File: config.mk
export PLATFORM = sky130hd
export DESIGN_NAME = cacheline_burst_adaptor
export DESIGN_NICKNAME = d
export VERILOG_FILES = /design/src/rtl/cacheline_burst_adaptor.sv
export SDC_FILE = /design/constraint.sdc
export NUM_CORES = 1
export LEC_CHECK = 0
export CAP_MARGIN = 5
export CORE_AREA = 5 5 276 278
export CTS_CLUSTER_SIZE = 40
export DETAILED_ROUTE_END_ITERATION = 16
export DIE_AREA = 0 0 281 283
export PLACE_DENSITY = 0.58
export RECOVER_POWER = 50
export SLEW_MARGIN = 40
export SYNTH_ARGS = -nofsm -noshare
export SYNTH_HDL_FRONTEND = slang
export SYNTH_SLANG_ARGS = --single-unit
export TNS_END_PERCENT = 10
File: constraint.sdc
create_clock -name clk -period 3.6 [get_ports clk]
set_input_delay 0.54 -clock clk [delete_from_list [all_inputs] [get_ports clk]]
set_output_delay 0.54 -clock clk [all_outputs]
set_load 0.005 [all_outputs]
File: src/rtl/cacheline_burst_adaptor.sv
// Bridges a 256-bit cache line port to a 64-bit memory burst port (fill assembly, write-back split).
// Optional watchdog on stalled beats: define CACHELINE_ADAPTOR_ERR_EN.
`timescale 1ns/1ps
module cacheline_burst_adaptor #(
  parameter int unsigned s_line    = 256,
  parameter int unsigned s_burst   = 64,
  parameter int unsigned num_beats = s_line / s_burst,
  parameter int unsigned timeout   = 255
) (
  input  logic                clk,
  input  logic                rst,
  input  logic                read_i,
  input  logic                write_i,
  input  logic [31:0]         address_i,
  input  logic [s_line-1:0]   line_i,
  output logic [s_line-1:0]   line_o,
  output logic                resp_o,
  output logic                err_o,
  input  logic [s_burst-1:0]  burst_i,
  output logic [s_burst-1:0]  burst_o,
  output logic [31:0]         address_o,
  output logic                read_o,
  output logic                write_o,
  input  logic                resp_i
);

  localparam int unsigned cnt_w = $clog2(num_beats);
  localparam int unsigned off_w = $clog2(s_line / 8);
  localparam logic [cnt_w-1:0] last_beat = cnt_w'(num_beats - 1);

  typedef enum logic [1:0] {IDLE, READ, WRITE, DONE} state_e;

  state_e             state_q, state_d;
  logic [cnt_w-1:0]   cnt_q, cnt_d;
  logic [s_line-1:0]  line_buf_q, line_buf_d;
  logic [31:0]        addr_d;
  logic [s_burst-1:0] burst_d;
  logic               read_d, write_d, resp_d;
  int unsigned        beat_idx, next_idx;
  logic               unused_bits;

`ifdef CACHELINE_ADAPTOR_ERR_EN
  localparam int unsigned wd_w = $clog2(timeout + 1);
  logic [wd_w-1:0] wdog_q, wdog_d;
  logic            err_d;
`endif

  assign line_o = line_buf_q;

  // Next-state, datapath and registered-output decode
  always_comb begin
    state_d    = state_q;
    cnt_d      = cnt_q;
    line_buf_d = line_buf_q;
    addr_d     = address_o;
    beat_idx   = 32'(cnt_q) * s_burst;
`ifdef CACHELINE_ADAPTOR_ERR_EN
    wdog_d     = wdog_q;
    err_d      = 1'b0;
`endif
    case (state_q)
      IDLE: begin
`ifdef CACHELINE_ADAPTOR_ERR_EN
        wdog_d = '0;
`endif
        // Write-back wins so a dirty victim leaves before its refill lands
        if (write_i) begin
          line_buf_d = line_i;
          cnt_d      = '0;
          addr_d     = {address_i[31:off_w], off_w'(0)};
          state_d    = WRITE;
        end else if (read_i) begin
          cnt_d   = '0;
          addr_d  = {address_i[31:off_w], off_w'(0)};
          state_d = READ;
        end
      end
      READ, WRITE: begin
        if (resp_i) begin
          if (state_q == READ) line_buf_d[beat_idx +: s_burst] = burst_i;
          cnt_d = cnt_q + cnt_w'(1);
          if (cnt_q == last_beat) state_d = DONE;
`ifdef CACHELINE_ADAPTOR_ERR_EN
          wdog_d = '0;
`endif
        end
`ifdef CACHELINE_ADAPTOR_ERR_EN
        else if (wdog_q == wd_w'(timeout - 1)) begin
          wdog_d  = '0;
          err_d   = 1'b1;
          state_d = DONE;
        end else begin
          wdog_d = wdog_q + wd_w'(1);
        end
`endif
      end
      DONE:    state_d = IDLE;
      default: state_d = IDLE;
    endcase

    next_idx = 32'(cnt_d) * s_burst;
    read_d   = (state_d == READ);
    write_d  = (state_d == WRITE);
    resp_d   = (state_d == DONE);
    burst_d  = write_d ? line_buf_d[next_idx +: s_burst] : '0;
  end

  // State and output registers
  always_ff @(posedge clk or negedge rst) begin
    if (!rst) begin
      state_q    <= IDLE;
      cnt_q      <= '0;
      line_buf_q <= '0;
      address_o  <= '0;
      burst_o    <= '0;
      read_o     <= 1'b0;
      write_o    <= 1'b0;
      resp_o     <= 1'b0;
    end else begin
      state_q    <= state_d;
      cnt_q      <= cnt_d;
      line_buf_q <= line_buf_d;
      address_o  <= addr_d;
      burst_o    <= burst_d;
      read_o     <= read_d;
      write_o    <= write_d;
      resp_o     <= resp_d;
    end
  end

`ifdef CACHELINE_ADAPTOR_ERR_EN
  always_ff @(posedge clk or negedge rst) begin
    if (!rst) begin
      wdog_q <= '0;
      err_o  <= 1'b0;
    end else begin
      wdog_q <= wdog_d;
      err_o  <= err_d;
    end
  end

  assign unused_bits = ^address_i[off_w-1:0];
`else
  assign err_o       = 1'b0;
  assign unused_bits = ^{address_i[off_w-1:0], (timeout == 0)};
`endif

endmodule

# == Yosys cells after proc, flatten, opt, wreduce, memory -nomap -nowiden ==
# Index checks and enable logic that the tools add are counted.
# totals
regBits,359
out_inout_bits,356
elab_cells,41
# op_classes
add_sub_neg,2
n_eq_ne,7
shifts,3
muxes,17
reduce_logical,4
# ops
cell,n
two-way mux 256 bit,3
case mux 256 bit (2 select lines),1
bitwise mux 256 bit,1
"variable shift 64 x 34 -> 256 bit, first input constant",1
indexed part select 256 x 9 -> 64 bit,1
indexed part select 64 x 34 -> 256 bit,1
two-way mux 32 bit,2
two-way mux 64 bit,1
negation 8 -> 34 bit,1
two-way mux 2 bit,7
"== test 2 bit, second input constant",5
case mux 2 bit (3 select lines),1
"== test 2 x 1 -> 1 bit, second input constant",2
case mux 2 bit (2 select lines),1
"adder 2 x 1 -> 2 bit, second input constant",1
zero test 2 bit,1
AND reduction 2 bit,1
nonzero test 2 bit,1
OR reduction 2 bit,1

# == Logic depth before layout (Yosys ltp) ==
# logic_depth
word_depth,8
depth_mapped,12
ltp_nobuf,9

# == Worst setup path before layout ==
# Ideal clock, no wire load.
# synth_timing
path_type,register to register
from,register cnt_q[0]
to,register burst_o[15]
setup_time_ps,144
arrival_time_ps,2342
setup_slack_ps,1114
stages_incl_launch_ff,12
cell_sequence,dfrtp_1 inv_1 ha_1 and4b_1 and4_4 buf_6 buf_6 buf_6 a222oi_1 nand2_1 o211ai_1 o221ai_1
# synth_between
elab_chain_len,8
word_cells_on_any_way,19
# synth_lines
item,line_no,rtl
"start, declared",34,"logic [cnt_w-1:0] cnt_q, cnt_d;"
"start signal, assigned",121,cnt_q <= cnt_d;
negation 8 -> 34 bit,80,if (state_q == READ) line_buf_d[beat_idx +: s_burst] = burst_i;
indexed part select 64 x 34 -> 256 bit / variable shift 64 x 34 -> 256 bit (equally long branches),80,
bitwise mux 256 bit,80,
two-way mux 256 bit,80,
two-way mux 256 bit,79,if (resp_i) begin
case mux 256 bit (2 select lines),61,case (state_q)
indexed part select 256 x 9 -> 64 bit,105,burst_d = write_d ? line_buf_d[next_idx +: s_burst] : '0;
two-way mux 64 bit (*),105,
named net burst_d[15],37,logic [s_burst-1:0] burst_d;
"end signal, assigned",124,burst_o <= burst_d;
"end, declared",20,"output logic [s_burst-1:0] burst_o,"
# The timed path passes the listed nets; every way through them passes the cells marked *.
# A chain may end at the register's enable or synchronous reset.

# == Worst setup path in the final report ==
# layout_timing
from,register state_q[1]
to,register burst_o[51]
# layout_between
word_cells_on_any_way,17
# layout_lines
item,line_no,rtl
"start, declared",33,"state_e state_q, state_d;"
"start signal, assigned",120,state_q <= state_d;
== test 2 x 1 -> 1 bit (tied with other cells),61,
OR reduction 2 bit (tied with other cells),61,
case mux 2 bit (3 select lines) (*),61,
== test 2 bit (*),103,write_d = (state_d == WRITE);
named net write_d,38,"logic read_d, write_d, resp_d;"
two-way mux 64 bit (*),105,
named net burst_d[51],37,
# Marked as above.

==> key figures <==
Outcome
  • Run status: finished, violations left
  • Failing checks: max-capacitance violations, max-slew violations

Critical path
  • CP endpoint kind: register
  • R2R cell count: 9
  • Critical path buffers and inverters: 3
  • Critical Path Start: state_q[1]$_DFF_PN0_
  • Crit path launch type: register
  • Slowest stage cell, crit path: nor2_2
  • Slowest stage delay, CP: 640 ps
  • Reg2reg end: burst_o[51]$_DFF_PN0_
  • Worst R2R Setup Slack: 480 ps
  • Reg2Reg Launch Point: state_q[1]$_DFF_PN0_
  • Delay-heaviest family, CP: simple AND/OR/NAND/NOR gates
  • CP required: 4080 ps
  • Worst path cell trace: inv_1 -> ha_4 -> inv_1 -> nor3_1 -> or3_4 -> inv_1 -> nand2_4 -> nor2_2 -> a221o_1
  • Worst path depth: 9
  • Top cell by count, worst path: inv_1
  • CP Class: reg2reg
  • Crit-path max FO: 13
  • WP data arrival: 3600 ps
  • Crit path to: burst_o[51]$_DFF_PN0_

Die
  • Site row count: 100
  • Die area: 0.0795 sq mm
  • # IOs: 713
  • Core Area: 0.0737 sq mm
  • Initial Util: 22.7%
  • Die width: 281 um
  • DIE HEIGHT: 283 um

Timing
  • RSZ-0062 raised after global routing: no
  • Worst setup margin: 480 ps
  • Max Freq: 321 MHz
  • Final worst path period need: 3120 ps
  • Final setup fails: 0
  • Setup TNS: 0 ps
  • Fin. Hold Viols: 0
  • Fin crit share: 86.7%
  • Clk_skew: 15.1 ps
  • Worst Tran Pin Value: 1600 ps
  • Max Slew Vio Count: 27
  • Slew Limit Headroom: -6.47%

Yosys
  • Cell count after synthesis: 1,499
  • Synth Flop Type: dfrtp_1
  • Largest cells by area after synthesis: dfrtp_1 53%, a222oi_1 7.6%, a221o_1 6.2%, a22oi_1 4.7%, nor2b_1 3.3%
  • Cell taking the most area after synthesis: dfrtp_1
  • Top cells by count, synth: 354 x dfrtp_1, 144 x inv_1, 128 x a222oi_1
  • Mux cell area share after synthesis: 2.23%
  • Number of flops mapped to enable cells by yosys: 0
  • Simple logic cell fraction of the synthesized area: 8.24%
  • Yosys reg bits: 354
  • Seq/Total Area, Yosys: 52.9%
  • Count leader, synth: dfrtp_1
  • Post-synthesis compound-gate area fraction: 28.2%
  • Post-synthesis adder-cell area fraction: 0.672%
  • Mapped cell area: 0.0168 sq mm
  • Main combinational cell family by area after synthesis: compound AO/OA/AOI/OAI gates
  • Distinct cells, synth: 55
  • Top cell type's share of synthesized area: 52.9%
  • Mapped Avg Cell Area: 11.2 sq um
  • Async SR Flop Fraction: 100%
  • XOR/XNOR share of the synthesized area: 0%
  • YS warnings: 0

CTS
  • CTS Buf Count: 41
  • Root Buffer: clkbuf_16
  • Clk sinks: 354
  • CTS tree: built
  • CTS max path bufs: 3
  • Clock transition at path regs: 60 ps
  • H-tree depth: 2
  • Worst skew pair latency: 560 ps

Route
  • Drt drc: 0
  • DR iter-0 viols: 2,066
  • Wire length per cell: 26.7 um
  • Post-DRT Antenna Nets: 0
  • Total Wirelength: 85,100 um
  • Via density: 5.38
  • First-pass DRT Iterations: 9
  • Routed via count: 17,100

Global route
  • Largest net degree at the start of global routing: 86
  • GRT Total Usage: 20.2%
  • Vias in the first global route: 18,100
  • First-pass GRT wire length: 123,000 um
  • Initial antenna violation count: 3
  • Gr ovfl total: 0

Placed design
  • Placer Congestion: 0.920
  • Post-place setup slack: 284 ps
  • Dpl hpwl: 62,000 um
  • Port buffer count: 701

Worst hold path
  • Hold/Removal Path Class: in2async

Cells and area
  • Share of cells above drive strength 1: 8.81%
  • Filler cell count: 7,265
  • # nets final: 2,548
  • Area grow syn2layout: 59.4%

Power
  • PD cells: 942 mW/mm^2
  • IR drop worst, VDD: 0.000547 V
  • Pleak: 12.2 nW

Job
  • Max cap viols: 1
[cell families after synthesis]
group	Yosys count
compound gates	536
flops	354
buf+inv	298
simple gates	267
mux	34
fa+ha+maj	9
other cells	1
[per-stage QoR]
step	instances	power [mW]	area [sq um]	util [%]	hold WS, ps
floorplan	1504	13.2	16800	-	244
global placement	3105	20.6	25300	34.3	483
detailed placement	3105	20.8	25300	34.3	480
CTS	3179	25.4	26700	36.3	4.86
global route	3183	26.5	26700	36.3	480
finish	3184	25.2	26700	36.3	463
[state kept, by name, summed over array words and instances, names as in the netlist]
signal / count
line_o: 256
address_o: 27
resp_o: 1
write_o: 1
state_q: 2
cnt_q: 2
burst_o: 64
read_o: 1
[per-layer routing]
metal	up-vias	share of wire, %	track usage [%]
met3	188	10	5.42
met4	2	4.2	7.91
met1	8636	39	25.4
met2	1106	47	33.2
met5	-	0.015	0
li1	7201	-	-
[power by group]
| part | switching (mW) | leakage, nW | internal (mW) |
|---|---|---|---|
| Combinational | 7.59 | 6.93 | 6.40 |
| Clock | 1.76 | 0.702 | 2.70 |
| Sequential | 1.12 | 4.57 | 5.59 |
[how the worst min path moves through the flow]
stage	from	to	slack [ps]
final	rst	line_o[213]$_DFF_PN0_	460
after global routing	rst	line_o[213]$_DFF_PN0_	480
after CTS	rst	line_o[213]$_DFF_PN0_	5
after detailed placement	line_o[115]$_DFF_PN0_	line_o[115]$_DFF_PN0_	480
after global placement	line_o[97]$_DFF_PN0_	line_o[97]$_DFF_PN0_	480
after floorplan	rst	address_o[10]$_DFFE_PN0P_	240
[what timing repair did]
action,CTS,global route
endpoints found under the hold margin,0,39
setup buffers,0,0
gates resized for setup,0,0
hold buffers,0,1
[area by class of cell]
type / instances / area [sq um] / share of cell area, %
flip-flops and latches: 354 / 8860 / 33.2
repair buffers: 784 / 7940 / 29.7
multi-input cells: 852 / 6710 / 25.1
clock buffers: 58 / 1210 / 4.54
well taps: 969 / 1210 / 4.54
inverters: 149 / 562 / 2.10
clock inverters: 16 / 214 / 0.801
diodes: 2 / 5.00 / 0.0187
[layout by cell type, fill, tap and decap left out, drive strengths merged, types with 6 or more instances in the layout]
master,Yosys,routed
clkdlybuf4s50,0,531
dfrtp,354,354
dlygate4sd3,0,170
inv,149,150
a222oi,128,128
a22oi,106,106
a221o,104,104
nand2,97,97
nor2b,88,88
buf,89,74
clkbuf,60,67
a22o,53,53
o221ai,44,44
nor2,44,44
o211ai,36,36
mux2,27,27
a21oi,13,13
a211oi,12,12
and2,10,10
a221oi,9,9
a21o,9,9
ha,9,9
clkinv,0,8
mux2i,7,7
o32ai,6,6
conb,1,6
(Power assumes the default switching activity.)
